File: src/rtl/uart_ctrl.sv
// uart_ctrl: full-duplex 8N1 UART with 16-deep RX/TX byte FIFOs between board pins and fabric.
// Handshake: a byte moves on a clk edge only when valid and ready are both high at that edge.

module uart_fifo (
  input  logic       clk,
  input  logic       rst,
  input  logic       i_push,
  input  logic [7:0] i_data,
  input  logic       i_pop,
  output logic [7:0] o_data,
  output logic       o_empty,
  output logic       o_full
);
  logic [7:0] r_mem [16];
  logic [3:0] r_wptr;
  logic [3:0] r_rptr;
  logic       r_full;
  logic       r_empty;
  logic       w_wr;
  logic       w_rd;

  // A push while full is taken only when a pop frees the head slot on the same edge.
  assign w_rd = i_pop && !r_empty;
  assign w_wr = i_push && (!r_full || w_rd);

  always_ff @(posedge clk) begin
    if (w_wr) r_mem[r_wptr] <= i_data;
  end

  always_ff @(posedge clk or negedge rst) begin
    if (!rst) begin
      r_wptr  <= 4'd0;
      r_rptr  <= 4'd0;
      r_full  <= 1'b0;
      r_empty <= 1'b1;
    end else begin
      if (w_wr) r_wptr <= r_wptr + 4'd1;
      if (w_rd) r_rptr <= r_rptr + 4'd1;
      if (w_wr && !w_rd) begin
        r_empty <= 1'b0;
        r_full  <= ((r_wptr + 4'd1) == r_rptr);
      end else if (w_rd && !w_wr) begin
        r_full  <= 1'b0;
        r_empty <= ((r_rptr + 4'd1) == r_wptr);
      end
    end
  end

  assign o_data  = r_mem[r_rptr];
  assign o_empty = r_empty;
  assign o_full  = r_full;
endmodule

module uart_ctrl #(
  parameter string DEVICE    = "7SERIES",
  parameter int    CLK_FREQ  = 100000000,
  parameter int    BAUD_RATE = 115200,
  parameter string UART_MODE = "NORMAL"
) (
  input  logic       clk,
  input  logic       rst,
  output logic       uart_ready,
  output logic [7:0] uart_rd_data,
  output logic       uart_rd_valid,
  input  logic       uart_rd_ready,
  input  logic [7:0] uart_wr_data,
  input  logic       uart_wr_valid,
  output logic       uart_wr_ready,
  input  logic       uart_rxd,
  output logic       uart_txd,
  output logic [1:0] o_rx_state,
  output logic [1:0] o_tx_state
);
  localparam int DIV   = (CLK_FREQ + 8 * BAUD_RATE) / (16 * BAUD_RATE);
  localparam int DIV_W = $clog2(DIV + 1);
  localparam bit LOOPBACK = (UART_MODE == "LOOPBACK");

  generate
    if (DEVICE != "7SERIES" && DEVICE != "GENERIC") begin : g_bad_device
      $error("uart_ctrl: unsupported DEVICE value");
    end
  endgenerate

  typedef enum logic [1:0] {ST_IDLE, ST_START, ST_DATA, ST_STOP} state_t;

  logic [3:0] r_init_cnt;
  logic       r_ready;

  always_ff @(posedge clk or negedge rst) begin
    if (!rst) begin
      r_init_cnt <= 4'd0;
      r_ready    <= 1'b0;
    end else if (!r_ready) begin
      r_init_cnt <= r_init_cnt + 4'd1;
      if (r_init_cnt == 4'd15) r_ready <= 1'b1;
    end
  end

  // ---------------- RX path ----------------
  logic             r_tx_line;
  logic             w_rx_in;
  logic             r_rx_s1;
  logic             r_rx_s2;
  logic             r_rx_prev;
  state_t           r_rx_state;
  state_t           w_rx_state_nxt;
  logic [DIV_W-1:0] r_rx_div;
  logic [3:0]       r_rx_tick;
  logic [3:0]       w_rx_tick_nxt;
  logic [2:0]       r_rx_bit;
  logic [2:0]       w_rx_bit_nxt;
  logic [7:0]       r_rx_shift;
  logic [7:0]       w_rx_shift_nxt;
  logic             w_rx_tick;
  logic             w_rx_push;
  logic             w_rx_empty;
  logic             w_rx_full;
  logic [7:0]       w_rx_head;

  assign w_rx_in   = LOOPBACK ? r_tx_line : uart_rxd;
  assign w_rx_tick = (r_rx_div == DIV_W'(DIV - 1));

  always_ff @(posedge clk or negedge rst) begin
    if (!rst) begin
      r_rx_s1    <= 1'b1;
      r_rx_s2    <= 1'b1;
      r_rx_prev  <= 1'b1;
      r_rx_state <= ST_IDLE;
      r_rx_div   <= '0;
      r_rx_tick  <= 4'd0;
      r_rx_bit   <= 3'd0;
      r_rx_shift <= 8'd0;
    end else begin
      r_rx_s1    <= w_rx_in;
      r_rx_s2    <= r_rx_s1;
      r_rx_prev  <= r_rx_s2;
      r_rx_state <= w_rx_state_nxt;
      r_rx_div   <= (r_rx_state == ST_IDLE || w_rx_tick) ? '0 : r_rx_div + 1'b1;
      r_rx_tick  <= w_rx_tick_nxt;
      r_rx_bit   <= w_rx_bit_nxt;
      r_rx_shift <= w_rx_shift_nxt;
    end
  end

  // Start needs a true 1->0 edge, so after a framing error the line must return high first.
  always_comb begin
    w_rx_state_nxt = r_rx_state;
    w_rx_tick_nxt  = r_rx_tick;
    w_rx_bit_nxt   = r_rx_bit;
    w_rx_shift_nxt = r_rx_shift;
    w_rx_push      = 1'b0;
    case (r_rx_state)
      ST_IDLE: begin
        w_rx_tick_nxt = 4'd0;
        w_rx_bit_nxt  = 3'd0;
        if (r_rx_prev && !r_rx_s2) w_rx_state_nxt = ST_START;
      end
      ST_START: if (w_rx_tick) begin
        w_rx_tick_nxt = r_rx_tick + 4'd1;
        if (r_rx_tick == 4'd7) begin
          w_rx_tick_nxt  = 4'd0;
          w_rx_state_nxt = r_rx_s2 ? ST_IDLE : ST_DATA;
        end
      end
      ST_DATA: if (w_rx_tick) begin
        w_rx_tick_nxt = r_rx_tick + 4'd1;
        if (r_rx_tick == 4'd15) begin
          w_rx_shift_nxt = {r_rx_s2, r_rx_shift[7:1]};
          w_rx_bit_nxt   = r_rx_bit + 3'd1;
          if (r_rx_bit == 3'd7) w_rx_state_nxt = ST_STOP;
        end
      end
      ST_STOP: if (w_rx_tick) begin
        w_rx_tick_nxt = r_rx_tick + 4'd1;
        if (r_rx_tick == 4'd15) begin
          w_rx_push      = r_rx_s2;
          w_rx_state_nxt = ST_IDLE;
        end
      end
      default: w_rx_state_nxt = ST_IDLE;
    endcase
  end

  uart_fifo u_rx_fifo (
    .clk     (clk),
    .rst     (rst),
    .i_push  (w_rx_push && !w_rx_full),
    .i_data  (r_rx_shift),
    .i_pop   (uart_rd_ready),
    .o_data  (w_rx_head),
    .o_empty (w_rx_empty),
    .o_full  (w_rx_full)
  );

  assign uart_rd_valid = !w_rx_empty;
  assign uart_rd_data  = w_rx_empty ? 8'h00 : w_rx_head;

  // ---------------- TX path ----------------
  state_t           r_tx_state;
  state_t           w_tx_state_nxt;
  logic [DIV_W-1:0] r_tx_div;
  logic [3:0]       r_tx_tick;
  logic [3:0]       w_tx_tick_nxt;
  logic [2:0]       r_tx_bit;
  logic [2:0]       w_tx_bit_nxt;
  logic [7:0]       r_tx_shift;
  logic [7:0]       w_tx_shift_nxt;
  logic             w_tx_line_nxt;
  logic             w_tx_tick;
  logic             w_tx_pop;
  logic             w_tx_empty;
  logic             w_tx_full;
  logic [7:0]       w_tx_head;

  assign w_tx_tick     = (r_tx_div == DIV_W'(DIV - 1));
  assign uart_wr_ready = r_ready && !w_tx_full;

  uart_fifo u_tx_fifo (
    .clk     (clk),
    .rst     (rst),
    .i_push  (uart_wr_valid && uart_wr_ready),
    .i_data  (uart_wr_data),
    .i_pop   (w_tx_pop),
    .o_data  (w_tx_head),
    .o_empty (w_tx_empty),
    .o_full  (w_tx_full)
  );

  always_ff @(posedge clk or negedge rst) begin
    if (!rst) begin
      r_tx_state <= ST_IDLE;
      r_tx_div   <= '0;
      r_tx_tick  <= 4'd0;
      r_tx_bit   <= 3'd0;
      r_tx_shift <= 8'd0;
      r_tx_line  <= 1'b1;
    end else begin
      r_tx_state <= w_tx_state_nxt;
      r_tx_div   <= (r_tx_state == ST_IDLE || w_tx_tick) ? '0 : r_tx_div + 1'b1;
      r_tx_tick  <= w_tx_tick_nxt;
      r_tx_bit   <= w_tx_bit_nxt;
      r_tx_shift <= w_tx_shift_nxt;
      r_tx_line  <= w_tx_line_nxt;
    end
  end

  // STOP hands straight over to the next START so queued bytes go out with no idle gap.
  always_comb begin
    w_tx_state_nxt = r_tx_state;
    w_tx_tick_nxt  = r_tx_tick;
    w_tx_bit_nxt   = r_tx_bit;
    w_tx_shift_nxt = r_tx_shift;
    w_tx_pop       = 1'b0;
    w_tx_line_nxt  = 1'b1;
    case (r_tx_state)
      ST_IDLE: begin
        w_tx_tick_nxt = 4'd0;
        w_tx_bit_nxt  = 3'd0;
        if (!w_tx_empty) begin
          w_tx_pop       = 1'b1;
          w_tx_shift_nxt = w_tx_head;
          w_tx_state_nxt = ST_START;
        end
      end
      ST_START: if (w_tx_tick) begin
        w_tx_tick_nxt = r_tx_tick + 4'd1;
        if (r_tx_tick == 4'd15) w_tx_state_nxt = ST_DATA;
      end
      ST_DATA: if (w_tx_tick) begin
        w_tx_tick_nxt = r_tx_tick + 4'd1;
        if (r_tx_tick == 4'd15) begin
          w_tx_shift_nxt = {1'b1, r_tx_shift[7:1]};
          w_tx_bit_nxt   = r_tx_bit + 3'd1;
          if (r_tx_bit == 3'd7) w_tx_state_nxt = ST_STOP;
        end
      end
      ST_STOP: if (w_tx_tick) begin
        w_tx_tick_nxt = r_tx_tick + 4'd1;
        if (r_tx_tick == 4'd15) begin
          if (!w_tx_empty) begin
            w_tx_pop       = 1'b1;
            w_tx_shift_nxt = w_tx_head;
            w_tx_state_nxt = ST_START;
          end else begin
            w_tx_state_nxt = ST_IDLE;
          end
        end
      end
      default: w_tx_state_nxt = ST_IDLE;
    endcase
    case (w_tx_state_nxt)
      ST_START: w_tx_line_nxt = 1'b0;
      ST_DATA:  w_tx_line_nxt = w_tx_shift_nxt[0];
      default:  w_tx_line_nxt = 1'b1;
    endcase
  end

  assign uart_txd   = LOOPBACK ? 1'b1 : r_tx_line;
  assign uart_ready = r_ready;
  assign o_rx_state = r_rx_state;
  assign o_tx_state = r_tx_state;
endmodule

File: config.mk
export PLATFORM = sky130hd
export DESIGN_NAME = uart_ctrl
export DESIGN_NICKNAME = d
export VERILOG_FILES = /design/src/rtl/uart_ctrl.sv
export SDC_FILE = /design/constraint.sdc
export NUM_CORES = 1
export LEC_CHECK = 0
export ABC_AREA = 1
export BUFFER_PORTS_ARGS = -buffer_cell sky130_fd_sc_hd__buf_4
export CORE_ASPECT_RATIO = 1.4
export CORE_UTILIZATION = 50
export CTS_BUF_LIST = sky130_fd_sc_hd__clkbuf_8
export DETAILED_ROUTE_END_ITERATION = 12
export PLACE_DENSITY = 0.66
export REMOVE_ABC_BUFFERS = 1
export SLEW_MARGIN = 30
export SYNTH_ARGS = -nofsm -noshare
export SYNTH_HDL_FRONTEND = slang
export SYNTH_HIERARCHICAL = 1
export SYNTH_SLANG_ARGS = --single-unit
File: constraint.sdc
create_clock -name clk -period 3 [get_ports clk]
set_input_delay 0.3 -clock clk [delete_from_list [all_inputs] [get_ports clk]]
set_output_delay 0.3 -clock clk [all_outputs]
set_load 0.02 [all_outputs]
Word-level counts from Yosys, hierarchy flattened
Memories as Yosys holds them, arrays and structs flattened.
Index checks and enable logic that the tools add are counted.
- bits in writable memories: 256
- output and inout port bits: 16
- input bits: 13
- bits in registers: 75
- ROM bits: 0
- logic and storage cells: 175
- memories: 2
- latch bits: 0
- memories (memory ; depth ; width ; rd ports ; clocked after Yosys merged registers in ; wr ports ; line ; RTL):
    u_rx_fifo.r_mem ; 16 ; 8 ; 1 ; 0 ; 1 ; 14 ; logic [7:0] r_mem [16];
    u_tx_fifo.r_mem ; 16 ; 8 ; 1 ; 0 ; 1 ; 14 ;
- add/subtract/negate cells: 11
- shift operators: 0
- bitwise operators: 0
- muxes and demuxes: 63
- div/mod/pow operators: 0
- multipliers: 0
- $lt $le $gt $ge: 0
- reductions and logical operators: 40
- equality and inequality tests: 34
- operators by type and width (cell ; count):
    $mux 8 ; 6
    $mux 2 ; 17
    $add 4x1->4 const B ; 7
    $pmux 8 s3 ; 1
    $ne 2x2->1 const B ; 11
    $mux 1 ; 21
    $eq 4x4->1 ; 4
    $mux 4 ; 4
    $pmux 2 s4 ; 2
    $add 6x1->6 const B ; 2
    $eq 4x4->1 const B ; 3
    $eq 6x6->1 const B ; 2
    $logic_and 1x1->1 ; 12
    $mux 3 ; 4
    $mux 6 ; 2
    $pmux 3 s2 ; 2
    $pmux 4 s3 ; 1
    $eq 2x2->1 const B ; 5
    $logic_not 1->1 ; 9
    $reduce_and 3->1 ; 3
    $pmux 4 s2 ; 1
    $reduce_and 8->1 ; 1
    $reduce_bool 2->1 ; 4
    $add 3x1->3 const B ; 2
    12 further kinds ; 22

Longest topological paths before layout
- word-level depth: 11
- mapped depth: 17
- gate-level depth less buffers: 16

Cells and area by module
Netlist, hierarchy kept.
- modules (own cells, without submodules) (module ; sequential area each (um^2) ; times used ; cells an instance ; area each (um^2)):
    uart_fifo ; 4095.2 ; 2 ; 537 ; 5865.6
    uart_ctrl ; 1381.3 ; 1 ; 323 ; 2800.2

Worst setup path after synthesis
No wires, ideal clock.
- path kind: register -> register
- start: register r_tx_state[1], in the netlist o_tx_state[1]
- end: memory u_tx_fifo.r_mem[0][0] (enable)
- library setup time: 0.370 ns
- cell stages (with the launch flop): 10
- arrival: 2.063 ns
- setup slack: 0.567 ns
- buffers on the path: 1
- period minus slack after synthesis: 2.433 ns
- required time: 2.630 ns
- cells stage by stage: dfrtp_1 -> inv_1 -> ha_1 -> nand2_1 -> a21oi_1 -> nand2_2 -> a21boi_1 -> buf_4 -> nand2_1 -> nor2_1
- word-level cells in the longest chain between the ends: 7
- elaborated cells on any way between the ends: 8
- those cells by class: 1 x eq/ne; 3 x mux; 4 x reduce/logical
- RTL lines (element ; line ; RTL):
    from (decl) ; 199 ; state_t r_tx_state;
    from (signal assigned) ; 238 ; r_tx_state <= w_tx_state_nxt;
    $eq 2x2->1 or $logic_not 2->1 (tied branches) ; 255 ; case (r_tx_state)
    $pmux 1 s2 * ; 255 ;
    named net w_tx_pop ; 210 ; logic w_tx_pop;
    $logic_and 1x1->1 * ; 23 ; assign w_rd = i_pop && !r_empty;
    $logic_or 1x1->1 * ; 24 ; assign w_wr = i_push && (!r_full || w_rd);
    $logic_and 1x1->1 * ; 24 ;
    named net u_tx_fifo.w_wr ; 19 ; logic w_wr;
    $mux 1 * ; 27 ; if (w_wr) r_mem[r_wptr] <= i_data;
    $mux 1 (not written as such) * ; 27 ;
    to (decl) ; 14 ;
Mark *: on every way through the listed nets, which the timed path passes. The rest lies on a longest branch.

Worst setup path in the final report
- start: register r_tx_div[1]
- end: memory u_tx_fifo.r_mem[3][1] (enable)
- word-level cells in the longest chain between the ends: 8
- RTL lines (element ; line ; RTL):
    from (decl) ; 201 ; logic [DIV_W-1:0] r_tx_div;
    from (signal assigned) ; 239 ; r_tx_div <= (r_tx_state == ST_IDLE || w_tx_tick) ? '0 : r_tx_div + 1'b1;
    $eq 6x6->1 ; 215 ; assign w_tx_tick = (r_tx_div == DIV_W'(DIV - 1));
    $mux 1 ; 277 ; ST_STOP: if (w_tx_tick) begin
    $pmux 1 s2 ; 255 ;
    named net w_tx_pop ; 210 ;
    $logic_and 1x1->1 ; 23 ;
    $logic_or 1x1->1 ; 24 ;
    $logic_and 1x1->1 ; 24 ;
    $mux 1 ; 27 ;
    $mux 1 (not written as such) ; 27 ;
The timed path passes the listed nets, and every way through them passes these cells.

==> metrics.md <==
| Metric | Value |
|---|---|
| Slew @ Worst Pin | `0.819 ns` |
| Final Routed Wirelength | `between 30 and 40 mm` |
| Largest net degree at the start of global routing | `76` |
| Unrepaired setup endpoints after global routing | `false` |
| I/O pin cnt | `29` |
| Worst Hold Class | `input pin to flip-flop` |
| Outcome | `finished clean` |
| Kind of critical path | `flip-flop to flip-flop` |
| Die area | `29800 um^2` |
| Hpwl dp | `21.3 mm` |
| Simple-gate portion of the synthesized area | `0.208` |
| CTS tree | `built` |
| Mux share of post-synthesis cell area | `0` |
| Pre-CTS WS | `-0.0169 ns` |
| Top post-synthesis cells by area | `edfxtp_1 (53%), dfrtp_1 (12%), nand2_1 (8.1%)` |
| Primary FF master, synth | `edfxtp_1` |
| Leakage power | `6.86 nW` |
| Post-route ant nets | `0` |
| Most common cell on crit path | `nor2_2` |
| Rows | `73` |
| Placer Congestion | `0.878` |
| Largest family of logic cells by synthesized area | `simple AND/OR/NAND/NOR gates` |
| CP cell instances | `inv_1, ha_1, nand3_2, nor2_2, nand3_1, a21oi_1, nand2_2, a21boi_2, nand2_1, nor2_2` |
| CTS root buffer | `clkbuf_8` |
| Crit path DAT | `about 3 ns` |
| Seq cells post-synth | `331` |
| GRT overflow | `0` |
| Non-filler cells, final | `roughly 1900` |
| Cells after DPL | `1789` |
| Post-synth EDFFs | `~260` |
| Max Fclk | `roughly 370 MHz` |
| Die Y | `about 200 um` |
| Port Buffers | `28` |
| Initial antenna violation count | `0` |
| Fillers | `~2500` |
| Clock Tree Buf Depth | `3` |
| Via density | `about 5.3` |
| First-pass GRT wire length | `approximately 52 mm` |
| Initial Util | `0.510` |
| Synth warn | `6` |
| Worst-path clk slew | `0.06 ns` |
| Nets | `around 1500` |
| Share of cells above drive strength 1 | `0.124` |
| DR pass1 iterations | `5` |
| Pins Over Slew Limit | `0` |
| Ant diodes | `0` |
| Sink Count | `331` |
| Max incr delay on CP | `around 0.39 ns` |
| Required @ worst endpoint | `approximately 3.2 ns` |
| Xor/xnor cell area share of the yosys netlist | `0.00663` |
| Syn Area/Cell | `10.4 um^2` |
| Cell Area, Synth | `about 15000 um^2` |
| Crit share post-route | `0.910` |
| Final worst slack | `between 0.2 and 0.3 ns` |
| PwrDens | `a little over 700 nW/um^2` |
| Vias in the first global route | `about 10000` |
| Post-CTS setup buffers | `0` |
| Crit path time final | `2.73 ns` |
| Routed vias | `~10000` |
| Setup TNS | `0 ns` |
| Multi-input combinational cell area | `about 4300 um^2` |
| Adder-cell share of the synthesized area | `0.0232` |
| Global-route usage over all layers | `0.228` |
| WHS | `approximately 0.097 ns` |
| CORE AREA | `28500 um^2` |
| Setup crit end kind | `flip-flop` |
| Synth area leader | `edfxtp_1` |
| CTS buffer count | `49` |
| Critical path buffer and inverter count | `1` |
| Distinct cells, synth | `37` |
| Post-synth top area share | `0.529` |
| Register area share after synthesis | `0.659` |
| Peak VDD IR | `just under 0.4 mV` |
| Area fraction in compound gates after synthesis | `0.0590` |
| Max Cap Violations | `0` |
| FFs w/ async S/R, synth | `0.227` |
| Die Width | `about 150 um` |
| Final Util | `0.569` |
| Crit-path leading delay family | `simple AND/OR/NAND/NOR gates` |
| Layout Skew | `0.0215 ns` |
| Relative slew slack | `0.451` |
| Register area | `9580 um^2` |
| Final setup fails | `0` |
| Post-synth top cells | `nand2_1 (313), edfxtp_1 (256), nor2_1 (251)` |
| Fin. Hold Viols | `0` |
| Cells after Synth | `~1400` |
| CP max-delay cell | `dfrtp_1` |
| Clock Latency Late Sink | `roughly 0.58 ns` |
| Most common cell in the synthesized netlist | `nand2_1` |
| Crit path max fanout | `9` |
| Drt first-iter violations | `~810` |
| # H-tree levels | `2` |
| # DRC | `0` |
| Area delta synth->final | `11.5%` |
| Per-cell routed wire length | `around 17 um` |
| Worst setup SP type | `flip-flop` |
[sequential cells by signal, summed over array words and instances (netlist names), 6 cells and up, named ones only]
signal,cells
r_rx_shift,8
r_tx_div,6
r_tx_shift,8
u_tx_fifo/r_mem,128
r_rx_div,6
u_rx_fifo/r_mem,128
[per-layer routing]
layer | GRT usage | wire length [um] | part of all wire
met1 | 0.262 | 12500 | 0.38
met2 | 0.415 | 17200 | 0.52
met3 | 0.0315 | 1570 | 0.048
met4 | 0.117 | 1620 | 0.049
met5 | 0 | 0 | 0
[cell type report]
type | count | share of cell area
clock buffers | 55 | 0.0467
clock inverters | 35 | 0.0102
inverters | 82 | 0.0190
multi-input cells | 926 | 0.267
flip-flops and latches | 331 | 0.591
well taps | 375 | 0.0290
repair buffers | 77 | 0.0378
[timing repair]
| action | in CTS | in global routing |
|---|---|---|
| hold endpoints to repair | 70 | 0 |
| resized for setup | 1 | 2 |
| hold buffers | 2 | 0 |
| gates cloned | 0 | 0 |
| endpoints found under the setup margin | 8 | 101 |
[report_power, final]
part	internal, mW	leakage, nW	switching (mW)
clock network	1.70	0.543	1.69
logic	0.911	2.73	1.88
registers	5.19	3.59	0.223
[worst paths after layout]
check | startpoint | to | slack, ns | depth (start not counted)
worst max-delay path | r_tx_div[1]$_DFF_PN0_ | u_tx_fifo/r_mem[3][1]$_DFFE_PP_ | 0.27 | 10
worst max register to register | r_tx_div[1]$_DFF_PN0_ | u_tx_fifo/r_mem[3][1]$_DFFE_PP_ | 0.27 | 10
worst min register to register | r_rx_s2$_DFF_PN1_ | r_rx_prev$_DFF_PN1_ | 0.36 | 0
min in group asynchronous | rst | r_rx_tick[2]$_DFFE_PN0P_ | 0.30 | 2
max in group asynchronous | rst | u_tx_fifo/r_rptr[0]$_DFFE_PN0P_ | 2.16 | 2
worst min-delay path | uart_wr_data[2] | u_tx_fifo/r_mem[4][2]$_DFFE_PP_ | 0.1 | 1
[placed cells by master (no fill, tap or decap), types with 27 or more instances in the layout]
master | netlist | routed
nand2_1 | 313 | 313
nand3_1 | 120 | 120
inv_1 | 76 | 90
buf_4 | 12 | 72
o21ai_0 | 57 | 56
o21ai_1 | 35 | 36
nor2_1 | 251 | 250
ha_1 | 27 | 27
a21oi_1 | 58 | 58
edfxtp_1 | 256 | 256
dfrtp_1 | 69 | 66
clkbuf_8 | 0 | 55
[stage by stage]
stage / cell area (um^2) / power, mW
after floorplan: 14200 / 7.18
after global placement: 15300 / 8.25
after detailed placement: 15300 / 8.29
after CTS: 16200 / 11.7
after global routing: 16200 / 12.2
final: 16200 / 11.6
[cell families (layout without fill, tap and decap cells)]
kind of cell,count (synthesis),in the layout
AND/OR/NAND/NOR,724,724
flip-flops,331,331
AO/OA/AOI/OAI,164,164
buffers and inverters,140,249
adder cells (fa/ha/maj),27,27
XOR/XNOR,11,11
Power figures use the tool's default switching activity.
